==> src/rtl/wb_regfile.sv <==
// -----------------------------------------------------------------------------
// wb_regfile -- write-back register file for the single-issue WISC core.
//
// Resolves the architectural destination register from the decode-stage
// destination select and the instruction word, holds each write for one cycle
// in a staging register, and commits it to an 8 x DATA_W array on the
// following rising edge. Both read ports bypass the staged entry, so a write
// presented in cycle N is readable from cycle N+1 onward. The current-cycle
// wr_data is never forwarded to the read ports.
//
// Ports:
//   clk        system clock, all state updates on the rising edge
//   rst        asynchronous active-low reset, clears array and staging
//   instr      current instruction word, source of the destination fields
//   reg_dst    destination select: 00 Rd[4:2], 01 Rd[7:5], 10 Rs[10:8], 11 R7
//   reg_write  write request for this cycle
//   wr_data    data to write
//   rd_addr1   read port 1 address
//   rd_addr2   read port 2 address
//   rd_data1   read port 1 data (combinational)
//   rd_data2   read port 2 data (combinational)
//   wb_valid   staging register holds an uncommitted write
//   wb_dest    destination held in the staging register
// -----------------------------------------------------------------------------
module wb_regfile #(
  parameter int DATA_W = 16,
  parameter int NREGS  = 8
) (
  input  logic              clk,
  input  logic              rst,
  input  logic [15:0]       instr,
  input  logic [1:0]        reg_dst,
  input  logic              reg_write,
  input  logic [DATA_W-1:0] wr_data,
  input  logic [2:0]        rd_addr1,
  input  logic [2:0]        rd_addr2,
  output logic [DATA_W-1:0] rd_data1,
  output logic [DATA_W-1:0] rd_data2,
  output logic              wb_valid,
  output logic [2:0]        wb_dest
);

  // Encodings of the decode-stage destination select.
  typedef enum logic [1:0] {
    DST_R_RD   = 2'b00,  // R-format Rd, instr[4:2]
    DST_I1_RD  = 2'b01,  // I-format-1 Rd, instr[7:5]
    DST_I2_RS  = 2'b10,  // I-format-2 / LBI Rs, instr[10:8]
    DST_LINK   = 2'b11   // link register for JAL/JALR
  } dst_sel_e;

  localparam logic [2:0] LINK_REG = 3'd7;

  logic [2:0]        dec_dest;
  logic [DATA_W-1:0] wb_data;
  logic [DATA_W-1:0] regs [NREGS];

  // Only the three destination fields of the instruction matter here; the
  // remaining bits are folded into a sink so the intent is explicit.
  logic unused_instr_bits;
  assign unused_instr_bits = ^{instr[15:11], instr[1:0]};

  // ---------------------------------------------------------------------------
  // Destination decode
  // ---------------------------------------------------------------------------
  always_comb begin
    // NOTE: every variable written in always_comb gets a value on entry, so no
    // path through the case can leave it holding its old value (a latch).
    dec_dest = LINK_REG;
    case (dst_sel_e'(reg_dst))
      DST_R_RD:  dec_dest = instr[4:2];
      DST_I1_RD: dec_dest = instr[7:5];
      DST_I2_RS: dec_dest = instr[10:8];
      DST_LINK:  dec_dest = LINK_REG;
      default:   dec_dest = LINK_REG;
    endcase
  end

  // ---------------------------------------------------------------------------
  // Write-back staging register
  //   wb_valid follows reg_write every cycle; destination and data only load
  //   on a write so reg_dst and wr_data are don't-care otherwise.
  // ---------------------------------------------------------------------------
  always_ff @(posedge clk or negedge rst) begin
    if (!rst) begin
      wb_valid <= 1'b0;
      wb_dest  <= '0;
      wb_data  <= '0;
    end else begin
      // NOTE: sequential state uses non-blocking assignments so every flop
      // samples the pre-edge values, independent of statement order.
      wb_valid <= reg_write;
      if (reg_write) begin
        wb_dest <= dec_dest;
        wb_data <= wr_data;
      end
    end
  end

  // ---------------------------------------------------------------------------
  // Register array commit
  //   Commits the previously staged write on the same edge that loads the next
  //   one, so back-to-back writes to one register land in order. A reset while
  //   a write is staged discards it because the reset branch wins.
  // ---------------------------------------------------------------------------
  always_ff @(posedge clk or negedge rst) begin
    if (!rst) begin
      // NOTE: the array is reset, so it must be built from flops rather than a
      // RAM macro; acceptable at 8 entries and required for all-zero reads.
      for (int i = 0; i < NREGS; i++) begin
        regs[i] <= '0;
      end
    end else if (wb_valid) begin
      regs[wb_dest] <= wb_data;
    end
  end

  // ---------------------------------------------------------------------------
  // Read ports: staged entry takes priority over the array contents, which
  // may still hold the older value for the same address.
  // ---------------------------------------------------------------------------
  assign rd_data1 = (wb_valid && (rd_addr1 == wb_dest)) ? wb_data : regs[rd_addr1];
  assign rd_data2 = (wb_valid && (rd_addr2 == wb_dest)) ? wb_data : regs[rd_addr2];

endmodule

==> config.mk <==
export PLATFORM = sky130hd
export DESIGN_NAME = wb_regfile
export DESIGN_NICKNAME = d
export VERILOG_FILES = /design/src/rtl/wb_regfile.sv
export SDC_FILE = /design/constraint.sdc
export NUM_CORES = 1
export LEC_CHECK = 0
export BUFFER_PORTS_ARGS = -buffer_cell sky130_fd_sc_hd__buf_2
export CORE_ASPECT_RATIO = 0.6
export CORE_MARGIN = 1
export CORE_UTILIZATION = 34
export DETAILED_ROUTE_END_ITERATION = 12
export GPL_TIMING_DRIVEN = 0
export PLACE_DENSITY = 0.55
export SYNTH_ARGS = -nofsm -noshare
export SYNTH_HDL_FRONTEND = slang
export SYNTH_SLANG_ARGS = --single-unit
==> constraint.sdc <==
create_clock -name clk -period 1.65 [get_ports clk]
set_input_delay 0.165 -clock clk [delete_from_list [all_inputs] [get_ports clk]]
set_output_delay 0.165 -clock clk [all_outputs]
set_load 0.01 [all_outputs]
# Yosys cells after proc, flatten, opt, wreduce, memory -nomap -nowiden
# Cells that the tools add are included.
[word_totals]
in_bits = 43
elab_cells = 39
out_inout_bits = 36
register_bits = 148
[classes]
n_reduce_logical = 4
n_mux = 12
n_eq_ne = 5
bitwise_logic = 3
magnitude_cmp = 4
[op_table]
columns = ["operator", "count"]
rows = [
  ["bitwise mux 128 bit", 1],
  ["2-to-1 mux 16 bit", 7],
  ["binary-select mux 16 bit (select 3 bit)", 2],
  ["demux 16 bit (select 3 bit)", 1],
  [">= comparator 4 bit, second input constant", 3],
  ["NOT 3 -> 4 bit", 3],
  ["case mux 3 bit (4 select lines)", 1],
  ["== test 3 bit", 2],
  ["== test 2 bit, second input constant", 2],
  ["less-than comparator 4 x 1 -> 1 bit, second input constant", 1],
  ["logical AND 1 bit", 3],
  ["== test 2 x 1 -> 1 bit, second input constant", 1],
  ["zero test 2 bit", 1],
]

# Longest topological paths before layout
[logic_depth]
ltp_word = 6
depth_mapped = 6
ltp_nobuf = 3

# Least setup slack after synthesis
# Ideal clock, no wire load.
[synth_timing]
path_kind = "register to register"
start = "register wb_dest[2]"
end = "register regs[85] (netlist name)"
required_ns = 1.525
period_less_slack_ns = 1.865
n_path_buf = 2
t_arrival_ns = 1.740
stages_incl_launch_ff = 6
setup_time_ns = 0.125
path_slack_ns = -0.215
path_cell_list = "dfrtp_1 > buf_2 > nand2b_1 > nor3b_2 > buf_4 > mux2_2"
[synth_via]
elab_chain_cells = 6
elab_cells_between_ends = 7
cone_classes = "order compare: 2; mux: 3; bitwise: 1; reduce/logical: 1"
[synth_lines]
columns = ["item", "line_no", "text"]
rows = [
  ["start: declaration", "40", "output logic [2:0] wb_dest"],
  ["start signal: assignment", "93", "wb_dest <= dec_dest;"],
  ["NOT 3 -> 4 bit (implied by the code) (*)", "113", "regs[wb_dest] <= wb_data;"],
  [">= comparator 4 bit (implied by the code) or less-than comparator 4 x 1 -> 1 bit (tied branches)", "113", ""],
  ["logical AND 1 bit (implied by the code)", "113", ""],
  ["2-to-1 mux 16 bit (implied by the code)", "113", ""],
  ["demux 16 bit (select 3 bit) (*)", "113", ""],
  ["bitwise mux 128 bit (*)", "113", ""],
  ["end signal: indexed assignment", "113", ""],
  ["end: declaration", "55", "logic [DATA_W-1:0] regs [NREGS];"],
]
# Mark *: on every way between the ends. The rest lies on a longest branch, timed or not.
# A chain may end at the register's enable or synchronous reset.

# Final worst setup path
[layout_timing]
start = "register wb_dest[0]"
end = "output port rd_data1[1]"
[layout_via]
elab_chain_cells = 3
[layout_lines]
columns = ["item", "line_no", "text"]
rows = [
  ["== test 3 bit", "121", "assign rd_data1 = (wb_valid && (rd_addr1 == wb_dest)) ? wb_data : regs[rd_addr1];"],
  ["logical AND 1 bit", "121", ""],
  ["2-to-1 mux 16 bit", "121", ""],
  ["end: declaration", "37", "output logic [DATA_W-1:0] rd_data1,"],
]
# No other way between the ends.

==> reports/qor.csv <==
metric,value,unit
status,finished with violations,
violations,setup timing,
finalCritPeriodShare,134,%
num-nets-final,700,
stdcell_count,985,
drv_cap,0,
synth_area_per_cell,16.5,sq um
drt-vias-per-instance,5.63,
hp-class,primary input to flop,
drt_iter0_markers,364,
holdWs,0.0939,ns
clk_latency,0.44,ns
ys.flop_type,dfrtp_1,
syn2layout_area_growth,36.5,%
coreArea,0.0235,sq mm
fin_crit,2.22,ns
die_h,123,um
synth_cell_types,18,
ir_worst_vdd,0.797,mV
wl,26400,um
hpwl,15400,um
hold_viol,0,
vias,5548,
p_per_area,1640,mW/mm^2
max_slew_margin,47.5,%
synth_nets,546,
maxSlewViolCount,0,
rsz0062_at_grt,yes,
synth_seq_cells,148,
wl_per_cell,26.8,um
numPlacedInstances,883,
post-place-ws,-0.780,ns
synth.most_common_cell,mux2_2,
cp-start-kind,flop,
grt_overflow,0,
cts_buffers,17,
grt_max_degree,81,
yosysTopAreaCell,dfrtp_1,
critical_path_class,flop to primary output,
setup_viol_count_final,160,
clk_path_buf_depth,2,
arrival,2.05,ns
cts.sinks,148,
antenna_found_initial,0,
synth.cells.most_frequent,"mux2_2, dfrtp_1, mux4_1, clkbuf_1, buf_2",
worstMarginPinSlew,0.787,ns
gp_congestion,0.730,
clock_skew,0.00939,ns
async_reset_ff_share,100,%
die_area,0.0250,sq mm
htree_levels,4,
synth_top_area_share,44.7,%
cts_tree,built,
io_pins,79,
drive_above_1_share,68.5,%
yosysSeqAreaShare,44.7,%
ant_nets,0,
grt_pass1_vias,5661,
end_kind,primary output,
port_buffers,64,
worst_slack,-0.567,ns
grt_pass1_wl,37600,um
synth_edf_count,0,
fmax,451,MHz
ys_top_cells_by_area,"dfrtp_1, mux2_2, mux4_1",
syn_area,0.00829,sq mm
crit_fanout,5,
grt_usage,21.2,%
nFillCells,1970,
synthCells,503,
num_rows,43,
critical_path_required,1.48,ns
num_antenna_cells,0,
clkTransAtPathRegs,0.06,ns
start_util,35.3,%
dr.pass1.iters,5,
drc_errors,0,
synth_warnings,0,
p_leak,5.14,nW
cts_root_buf,clkbuf_16,
die_x,204,um
==> repair_timing <==
item,4_1_cts,5_1_grt
buffers inserted,34,9
gates resized for setup,218,85
endpoints found under the hold margin,85,0
cloned,5,5
pin swaps,6,5
setup endpoints to repair,152,154
hold buffers,18,0
==> power breakdown <==
part           switching [W]  internal, W  total, W  leakage, nW
clock network        0.00166      0.00266   0.00432        0.310
registers            0.00127      0.00521   0.00648         1.77
logic                0.00240      0.00539   0.00779         3.06
==> flip-flops by register name, summed over array words and instances, names as in the netlist <==
register  count
regs        128
wb_data      16
wb_dest       3
wb_valid      1
==> worst max-delay path, stage by stage, from the launching register on <==
cell	delay, ns
dfrtp_1	0.41
buf_6	0.14
xnor2_2	0.13
nand4_1	0.15
buf_6	0.18
buf_12	0.15
mux2_4	0.33
buf_6	0.13
==> kinds of logic (layout without fill, tap and decap cells) <==
family	count (synthesis)	after routing	synth area share, %
muxes	278	278	49.6
DFF	148	148	44.7
buffers and inverters	53	220	3.55
and+or+nand+nor	12	12	1.21
AOI/OAI and AO/OA	6	6	0.362
xor gates and xnor gates	6	6	0.634
==> cell usage in the layout (no fill, tap or decap), drive strengths merged <==
cell type    count
clkbuf          50
nor3b            2
xnor2            6
nand2b           1
bufinv           4
dlygate4sd3     18
mux2           211
mux2i            3
nand2            1
buf            141
mux4            64
dfrtp          148
o21ai            6
nand4b           3
clkinv           3
nor3             2
clkinvlp         2
inv              2
nand4            3
==> metal layers <==
metal  up-vias  GRT usage (%)  share of wire, %
li1       2246              -                 -
met1      3024           32.0                50
met2       251           30.0                42
met3        27           5.51               6.5
met4         0           5.17               1.3
met5         -              0                 0
==> layout make-up <==
type	instances	area (sq um)	area share, %
Multi-Input combinational cell	302	4680	41.3
Sequential cell	148	3700	32.7
Timing Repair Buffer	135	1420	12.6
Buffer	53	484	4.28
Clock buffer	21	470	4.15
Tap cell	315	394	3.48
Clock inverter	11	171	1.51
==> stage by stage <==
step	area, sq um	total power, W	utilization, %	TNS [ns]
CTS	10900	0.0181	46.3	-23.58
detailed placement	9220	0.0120	39.2	-57.38
global placement	9180	0.0116	39.1	-315.80
global route	11300	0.0194	48.2	-46.16
floorplan	8470	0.0102	-	-1.13
finish	11300	0.0186	48.2	-39.31
==> final timing paths <==
kind | from | to | slack [ns] | depth (start not counted)
max in group asynchronous | rst | regs[93] | 0.48 | 3
setup / recovery | wb_dest[0] | rd_data1[1] | -0.57 | 7
setup reg to reg | wb_dest[2] | regs[109] | -0.27 | 8
hold reg to reg | wb_data[2] | regs[50] | 0.50 | 1
min in group asynchronous | rst | wb_data[6] | 0.31 | 2
hold / removal | instr[7] | wb_dest[2] | 0.09 | 4
Note: power is estimated with default switching activity, not from simulation.
